--- config.mk ---
export PLATFORM = sky130hd
export DESIGN_NAME = mmio_fifo_bridge
export DESIGN_NICKNAME = d
export VERILOG_FILES = /design/src/rtl/mmio_fifo_bridge_pkg.sv /design/src/rtl/mmio_fifo_bridge_sync_fifo.sv /design/src/rtl/mmio_fifo_bridge.sv
export SDC_FILE = /design/constraint.sdc
export NUM_CORES = 2
export LEC_CHECK = 0
export ABC_AREA = 1
export CAP_MARGIN = 20
export CORE_MARGIN = 1
export CORE_UTILIZATION = 60
export DETAILED_ROUTE_END_ITERATION = 8
export HOLD_SLACK_MARGIN = 0.08
export PLACE_DENSITY = 0.77
export SYNTH_ARGS = -nofsm -noshare
export SYNTH_HDL_FRONTEND = slang
export SYNTH_SLANG_ARGS = --single-unit
--- constraint.sdc ---
create_clock -name clk_main_a0 -period 5.8 [get_ports clk_main_a0]
set_input_delay 0.58 -clock clk_main_a0 [delete_from_list [all_inputs] [get_ports clk_main_a0]]
set_output_delay 0.58 -clock clk_main_a0 [all_outputs]
set_load 0.01 [all_outputs]
--- src/rtl/mmio_fifo_bridge_pkg.sv ---
// rtl/mmio_fifo_bridge_pkg.sv - shared offsets, response codes and read FSM states
// Optional DROPCNT register mapping controlled by MMIO_FIFO_BRIDGE_DROPCNT_EN.
package mmio_fifo_bridge_pkg;

    localparam logic [3:0] OFS_DATA    = 4'h0;
    localparam logic [3:0] OFS_STATUS  = 4'h4;
    localparam logic [3:0] OFS_DROPCNT = 4'h8;

    localparam logic [1:0] RESP_OKAY   = 2'b00;
    localparam logic [1:0] RESP_SLVERR = 2'b10;
    localparam logic [1:0] RESP_DECERR = 2'b11;

    localparam logic [31:0] EMPTY_READ_PATTERN = 32'hDEAD_0000;

    typedef enum logic [1:0] {
        ST_IDLE,
        ST_POP,
        ST_RESP
    } rd_state_e;

    function automatic logic ofs_mapped(input logic [3:0] ofs);
`ifdef MMIO_FIFO_BRIDGE_DROPCNT_EN
        return (ofs == OFS_DATA) || (ofs == OFS_STATUS) || (ofs == OFS_DROPCNT);
`else
        return (ofs == OFS_DATA) || (ofs == OFS_STATUS);
`endif
    endfunction

endpackage

--- src/rtl/mmio_fifo_bridge_sync_fifo.sv ---
// rtl/mmio_fifo_bridge_sync_fifo.sv - first-word-fall-through synchronous FIFO
// Pointers carry one extra wrap bit so full and empty are distinguishable.
module sync_fifo #(
    parameter int DATA_W = 32,
    parameter int DEPTH  = 16
) (
    input  logic                       clk,
    input  logic                       rst,
    input  logic                       push,
    input  logic [DATA_W-1:0]          push_data,
    input  logic                       pop,
    output logic [DATA_W-1:0]          head,
    output logic                       full,
    output logic                       empty,
    output logic [$clog2(DEPTH+1)-1:0] level
);

    localparam int AW = $clog2(DEPTH);

    logic [DATA_W-1:0] mem [DEPTH];
    logic [AW:0]       wptr;
    logic [AW:0]       rptr;
    logic [AW:0]       diff;
    logic              do_push;
    logic              do_pop;

    assign do_push = push && !full;
    assign do_pop  = pop && !empty;
    assign diff    = wptr - rptr;
    assign level   = diff;
    assign empty   = (wptr == rptr);
    assign full    = (wptr[AW] != rptr[AW]) && (wptr[AW-1:0] == rptr[AW-1:0]);
    assign head    = mem[rptr[AW-1:0]];

    always_ff @(posedge clk or posedge rst) begin
        if (rst) begin
            wptr <= '0;
            rptr <= '0;
        end else begin
            if (do_push) wptr <= wptr + 1'b1;
            if (do_pop)  rptr <= rptr + 1'b1;
        end
    end

    always_ff @(posedge clk) begin
        if (do_push) mem[wptr[AW-1:0]] <= push_data;
    end

endmodule

--- src/rtl/mmio_fifo_bridge.sv ---
// rtl/mmio_fifo_bridge.sv - MMIO to valid/ready stream bridge with per-channel TX/RX FIFOs
// Optional per-channel drop counter at +0x8 enabled by MMIO_FIFO_BRIDGE_DROPCNT_EN.
module mmio_fifo_bridge
    import mmio_fifo_bridge_pkg::*;
#(
    parameter int                DATA_W    = 32,
    parameter int                ADDR_W    = 32,
    parameter int                NUM_CH    = 2,
    parameter int                DEPTH     = 16,
    parameter logic [ADDR_W-1:0] BASE_ADDR = 32'h0000_0600
) (
    input  logic                     clk_main_a0,
    input  logic                     rst_main,
    input  logic                     wr_valid,
    input  logic [ADDR_W-1:0]        wr_addr,
    input  logic [DATA_W-1:0]        wr_data,
    output logic                     wr_err,
    input  logic                     ar_valid,
    input  logic [ADDR_W-1:0]        ar_addr,
    output logic                     ar_ready,
    output logic                     r_valid,
    output logic [DATA_W-1:0]        r_data,
    output logic [1:0]               r_resp,
    input  logic                     r_ready,
    output logic [NUM_CH-1:0]        tx_valid,
    output logic [NUM_CH*DATA_W-1:0] tx_data,
    input  logic [NUM_CH-1:0]        tx_ready,
    input  logic [NUM_CH-1:0]        rx_valid,
    input  logic [NUM_CH*DATA_W-1:0] rx_data,
    output logic [NUM_CH-1:0]        rx_ready
);

    localparam int                CH_W  = (NUM_CH > 1) ? $clog2(NUM_CH) : 1;
    localparam int                LVL_W = $clog2(DEPTH+1);
    localparam logic [ADDR_W-1:0] SPAN  = ADDR_W'(16 * NUM_CH);

    logic [ADDR_W-1:0] wr_rel, rd_rel;
    logic              wr_hit, rd_hit, rd_accept;
    logic [CH_W-1:0]   wr_ch, rd_ch;
    logic [3:0]        wr_ofs, rd_ofs;

    logic [DATA_W-1:0] tx_head [NUM_CH];
    logic [DATA_W-1:0] rx_head [NUM_CH];
    logic [LVL_W-1:0]  tx_level [NUM_CH];
    logic [LVL_W-1:0]  rx_level [NUM_CH];
    logic [31:0]       status [NUM_CH];
    logic [NUM_CH-1:0] tx_full, tx_empty, rx_full, rx_empty;
    logic [NUM_CH-1:0] wr_sel, tx_push, tx_pop, tx_drop, rx_push, rx_pop;
    logic              wr_ok;
    rd_state_e         state;

    // Offsets are taken relative to BASE_ADDR; addresses below it wrap high and miss.
    assign wr_rel    = wr_addr - BASE_ADDR;
    assign rd_rel    = ar_addr - BASE_ADDR;
    assign wr_ofs    = wr_rel[3:0];
    assign rd_ofs    = rd_rel[3:0];
    assign wr_ch     = wr_rel[4 +: CH_W];
    assign rd_ch     = rd_rel[4 +: CH_W];
    assign wr_hit    = (wr_rel < SPAN) && ofs_mapped(wr_ofs);
    assign rd_hit    = (rd_rel < SPAN) && ofs_mapped(rd_ofs);
    assign rd_accept = ar_valid && ar_ready;

    for (genvar c = 0; c < NUM_CH; c++) begin : g_ch
        assign wr_sel[c]   = wr_valid && wr_hit && (wr_ch == CH_W'(c));
        assign tx_push[c]  = wr_sel[c] && (wr_ofs == OFS_DATA) && !tx_full[c];
        assign tx_drop[c]  = wr_sel[c] && (wr_ofs == OFS_DATA) && tx_full[c];
        assign tx_pop[c]   = tx_ready[c] && !tx_empty[c];
        assign rx_push[c]  = rx_valid[c] && rx_ready[c];
        assign rx_pop[c]   = rd_accept && rd_hit && (rd_ch == CH_W'(c))
                             && (rd_ofs == OFS_DATA) && !rx_empty[c];
        assign tx_valid[c] = !tx_empty[c];
        assign rx_ready[c] = !rx_full[c] && !rst_main;
        assign tx_data[c*DATA_W +: DATA_W] = tx_head[c];
        assign status[c]   = {tx_full[c], tx_empty[c], rx_full[c], rx_empty[c], 12'h000,
                              8'(tx_level[c]), 8'(rx_level[c])};

        sync_fifo #(.DATA_W(DATA_W), .DEPTH(DEPTH)) u_tx_fifo (
            .clk       (clk_main_a0),
            .rst       (rst_main),
            .push      (tx_push[c]),
            .push_data (wr_data),
            .pop       (tx_pop[c]),
            .head      (tx_head[c]),
            .full      (tx_full[c]),
            .empty     (tx_empty[c]),
            .level     (tx_level[c])
        );

        sync_fifo #(.DATA_W(DATA_W), .DEPTH(DEPTH)) u_rx_fifo (
            .clk       (clk_main_a0),
            .rst       (rst_main),
            .push      (rx_push[c]),
            .push_data (rx_data[c*DATA_W +: DATA_W]),
            .pop       (rx_pop[c]),
            .head      (rx_head[c]),
            .full      (rx_full[c]),
            .empty     (rx_empty[c]),
            .level     (rx_level[c])
        );
    end

`ifdef MMIO_FIFO_BRIDGE_DROPCNT_EN
    logic [15:0]       drop_cnt [NUM_CH];
    logic [NUM_CH-1:0] cnt_clr;

    for (genvar c = 0; c < NUM_CH; c++) begin : g_clr
        assign cnt_clr[c] = wr_sel[c] && (wr_ofs == OFS_DROPCNT);
    end

    always_ff @(posedge clk_main_a0 or posedge rst_main) begin
        if (rst_main) begin
            for (int c = 0; c < NUM_CH; c++) drop_cnt[c] <= '0;
        end else begin
            for (int c = 0; c < NUM_CH; c++) begin
                if (cnt_clr[c])
                    drop_cnt[c] <= '0;
                else if (tx_drop[c] && (drop_cnt[c] != 16'hFFFF))
                    drop_cnt[c] <= drop_cnt[c] + 16'd1;
            end
        end
    end

    assign wr_ok = (|tx_push) || (|cnt_clr);
`else
    assign wr_ok = |tx_push;
`endif

    always_ff @(posedge clk_main_a0 or posedge rst_main) begin
        if (rst_main) wr_err <= 1'b0;
        else          wr_err <= wr_valid && !wr_ok;
    end

    // Single outstanding read: ar_ready is only raised while idle.
    always_ff @(posedge clk_main_a0 or posedge rst_main) begin
        if (rst_main) begin
            state    <= ST_IDLE;
            ar_ready <= 1'b0;
            r_valid  <= 1'b0;
            r_data   <= '0;
            r_resp   <= RESP_OKAY;
        end else begin
            case (state)
                ST_IDLE: begin
                    ar_ready <= 1'b1;
                    if (rd_accept) begin
                        ar_ready <= 1'b0;
                        if (!rd_hit) begin
                            r_data  <= '0;
                            r_resp  <= RESP_DECERR;
                            r_valid <= 1'b1;
                            state   <= ST_RESP;
                        end else if (rd_ofs == OFS_DATA) begin
                            if (!rx_empty[rd_ch]) begin
                                r_data <= rx_head[rd_ch];
                                r_resp <= RESP_OKAY;
                                state  <= ST_POP;
                            end else begin
                                r_data  <= DATA_W'(EMPTY_READ_PATTERN);
                                r_resp  <= RESP_SLVERR;
                                r_valid <= 1'b1;
                                state   <= ST_RESP;
                            end
`ifdef MMIO_FIFO_BRIDGE_DROPCNT_EN
                        end else if (rd_ofs == OFS_DROPCNT) begin
                            r_data  <= DATA_W'(drop_cnt[rd_ch]);
                            r_resp  <= RESP_OKAY;
                            r_valid <= 1'b1;
                            state   <= ST_RESP;
`endif
                        end else begin
                            r_data  <= DATA_W'(status[rd_ch]);
                            r_resp  <= RESP_OKAY;
                            r_valid <= 1'b1;
                            state   <= ST_RESP;
                        end
                    end
                end
                ST_POP: begin
                    r_valid <= 1'b1;
                    state   <= ST_RESP;
                end
                ST_RESP: begin
                    if (r_ready) begin
                        r_valid  <= 1'b0;
                        ar_ready <= 1'b1;
                        state    <= ST_IDLE;
                    end
                end
                default: state <= ST_IDLE;
            endcase
        end
    end

endmodule

==> results.py <==
metrics = {
    "worst_setup_path": {
        "worstPathArrival_ns": 4.55,
        "critPathCaptureType": "output port",
        "path_class": "flop to output port",
        "crit_required_ns": 5.22,
        "crit_fanout": 106,
        "cp-start-kind": "flop",
    },
    "logic_synthesis": {
        "ys_ff_latch": 2127,
        "synth_seq_area_share_pct": 74.69,
        "synth_top_area_cell": "edfxtp_1",
        "synth-edff-count": 2048,
        "synth_cell_types": 43,
        "yosysWarningCount": 0,
        "synthArstFlopShare_pct": 3.714,
        "syn-num-nets": 6786,
        "yosysMostFrequentCell": "edfxtp_1",
        "syn_area_mm2": 0.08498,
        "synth.top_cell.area_share_pct": 72.37,
        "synthTopCellsByCount": "edfxtp_1, nor2_1, o21ai_0",
        "ys.flop_type": "edfxtp_1",
        "synth.area.top_cells": "edfxtp_1, o21ai_0, nor2_1",
        "avgSynthCellArea_um2": 12.93,
        "synthCells": 6575,
    },
    "timing": {
        "setup_tns_ns": 0,
        "fin_worst_hold_slack_ns": 0.3526,
        "finalSetupViolations": 0,
        "slew_violations": 0,
        "post-route-min-period_ns": 5.126,
        "fin_skew_ns": 0.02792,
        "slew_headroom_pct": 19.49,
        "rsz0062_at_grt": "false",
        "hold_viol": 0,
        "max_freq_mhz": 195.1,
        "worstMarginPinSlew_ns": 1.208,
        "finalCritPeriodShare_pct": 88.37,
    },
    "clocking": {
        "clock_latency_ns": 0.83,
        "cts_tree": "built",
        "ctsResizeCount": 0,
        "hold_buffers": 0,
        "cts_buffer_depth": 3,
        "cts.root.buffer_cell": "clkbuf_16",
        "cts_buffers": 202,
        "clkSlewWorstSetupHoldPaths_ns": 0.06,
        "postCtsSetupRepairBufs": 0,
        "htree_levels": 4,
        "clock_sinks": 2127,
    },
    "pwr": {
        "p_per_area_mw_per_mm2": 403.5,
        "vdd_ir_drop_max_mv": 0.3791,
        "p_leak_nw": 31.57,
    },
    "place": {
        "io_buffers": 273,
        "finalWeightedCongestion": 0.8586,
        "place_hpwl_mm": 128.9,
    },
    "run_status": {
        "outcome": "completed",
    },
    "detailed_routing": {
        "vias": 56548,
        "drt-vias-per-instance": 6.413,
        "drt_wl_total_mm": 226.9,
        "ant_nets": 0,
        "wl_per_cell_um": 25.73,
        "firstDrtPassIters": 8,
        "post-route-drc-count": 0,
        "first_iter_violations": 7746,
    },
    "global_route": {
        "grt_pass1_vias": 54514,
        "overflow": 0,
        "grt_max_degree": 258,
        "antenna_found_initial": 14,
        "grt_pass1_wl_mm": 334.7,
        "grt_use_total_pct": 31.55,
    },
    "die": {
        "io_pins": 274,
        "fp.dieW_um": 378.4,
        "rows": 137,
        "die-height_um": 378.4,
        "core-area_mm2": 0.1400,
        "die-area_mm2": 0.1431,
        "initial_utilization_pct": 60.68,
    },
    "final_layout": {
        "drive_gt1_share_pct": 8.006,
        "area_growth_syn_to_layout_pct": 13.69,
        "nFillCells": 9070,
        "final_nets": 6970,
    },
    "min_path": {
        "hold_class": "input port to async pin",
    },
    "flow_run": {
        "cap_violations": 0,
    },
}
-- worst paths after layout --
path / from / to / slack [ns] / depth (start not counted)
max in group asynchronous: rst_main / g_ch[1].u_tx_fifo.rptr[0] / 4.36 / 3
setup reg to reg: g_ch[0].u_tx_fifo.rptr[1] / g_ch[0].u_tx_fifo.mem[13][13] / 1.14 / 12
hold / removal: rst_main / r_data[24] / 0.35 / 2
hold reg to reg: g_ch[0].u_rx_fifo.wptr[4] / g_ch[0].u_rx_fifo.wptr[4] / 0.49 / 1
setup / recovery: g_ch[0].u_tx_fifo.rptr[1] / tx_data[9] / 0.67 / 7
min in group clk_main_a0: wr_data[30] / g_ch[1].u_tx_fifo.mem[11][30] / 0.37 / 1
-- sequential cells by signal (all words and copies together) (netlist names) --
name	flops
state	2
g_ch.u_tx_fifo.wptr	10
g_ch.u_tx_fifo.mem	1024
wr_err	1
g_ch.u_rx_fifo.mem	1024
r_valid	1
r_data	32
g_ch.u_rx_fifo.wptr	10
g_ch.u_tx_fifo.rptr	10
r_resp	2
g_ch.u_rx_fifo.rptr	10
ar_ready	1
-- per-stage QoR --
stage               worst slack (ns)  utilization, %  instance area, um2  cells  power [mW]
floorplan                      1.787               -               84980   6575       22.59
global placement               1.235           64.09               89750   8408       26.13
detailed placement             1.214           64.30               90050   8422       26.38
CTS                           0.7209           68.84               96400   8799       38.89
global route                  0.5354           68.98               96610   8813       40.22
finish                        0.6744           68.99               96620   8818       38.98
-- area by class of cell --
type	instances	area, um2	area share, %
tap	1876	2347	2.429
sequential	2127	63510	65.73
clock buffer	268	5523	5.716
inverter	152	599.3	0.6203
timing repair buffer	395	3974	4.113
clock inverter	109	832.0	0.8612
multi-input combinational	3881	19810	20.50
antenna	10	25.02	0.02590
-- placed cells by master, fill, tap and decap left out, types with 5 or more instances in the layout --
master / instances
nor4_1: 5
clkbuf_16: 210
o21bai_1: 8
diode_2: 10
nor2_2: 17
a21oi_1: 60
buf_4: 92
nand3_1: 258
o221ai_1: 206
nor2_1: 1139
clkbuf_8: 5
xnor2_1: 7
buf_2: 15
bufinv_16: 11
nand3b_1: 7
inv_6: 7
o21ai_0: 1064
nand2_1: 532
buf_12: 25
o22ai_1: 301
nor2_4: 71
xor2_1: 23
ha_1: 38
clkinvlp_4: 5
clkdlybuf4s50_1: 258
clkinv_2: 47
nand4_1: 32
clkinv_1: 50
dfrtp_1: 67
dfrtp_4: 8
clkbuf_1: 53
nor3_1: 9
o211ai_1: 51
edfxtp_1: 2048
inv_1: 131
o21ai_1: 17
-- logic make-up (layout without fill, tap and decap cells) --
kind of cell             Yosys count  count (layout)  synth area share, %
adder cells (fa/ha/maj)           42              42               0.6537
XOR/XNOR                          32              32               0.3475
AND/OR/NAND/NOR                 2095            2095                10.11
buffers and inverters            567             924                2.572
AO/OA/AOI/OAI                   1712            1712                11.63
other                              0              10                    0
flip-flops                      2127            2127                74.69
-- critical path, stage by stage (launching register included) --
cell             delay (ns)
dfrtp_4                0.74
clkinv_2               0.41
buf_4                  0.89
o21ai_0                0.29
o221ai_1               0.26
nand3_1                0.22
nand3_1                0.18
clkdlybuf4s50_1        0.56
-- per-layer routing --
layer / vias to the layer above / track usage (%) / routed length (um)
li1: 24759 / - / -
met1: 27631 / 41.99 / 83130
met2: 3542 / 49.87 / 108000
met3: 608 / 6.054 / 24130
met4: 8 / 16.31 / 11600
met5: - / 0 / 41
-- where the power goes --
part / internal (mW) / leakage, nW / total [mW] / switching (mW)
sequential: 17.3 / 19.4 / 17.6 / 0.313
clock: 7.16 / 3.12 / 12.7 / 5.54
combinational: 2.81 / 9.06 / 8.70 / 5.89
total: 27.2 / 31.6 / 39.0 / 11.7
No activity file was read; power rests on OpenSTA's default activity.
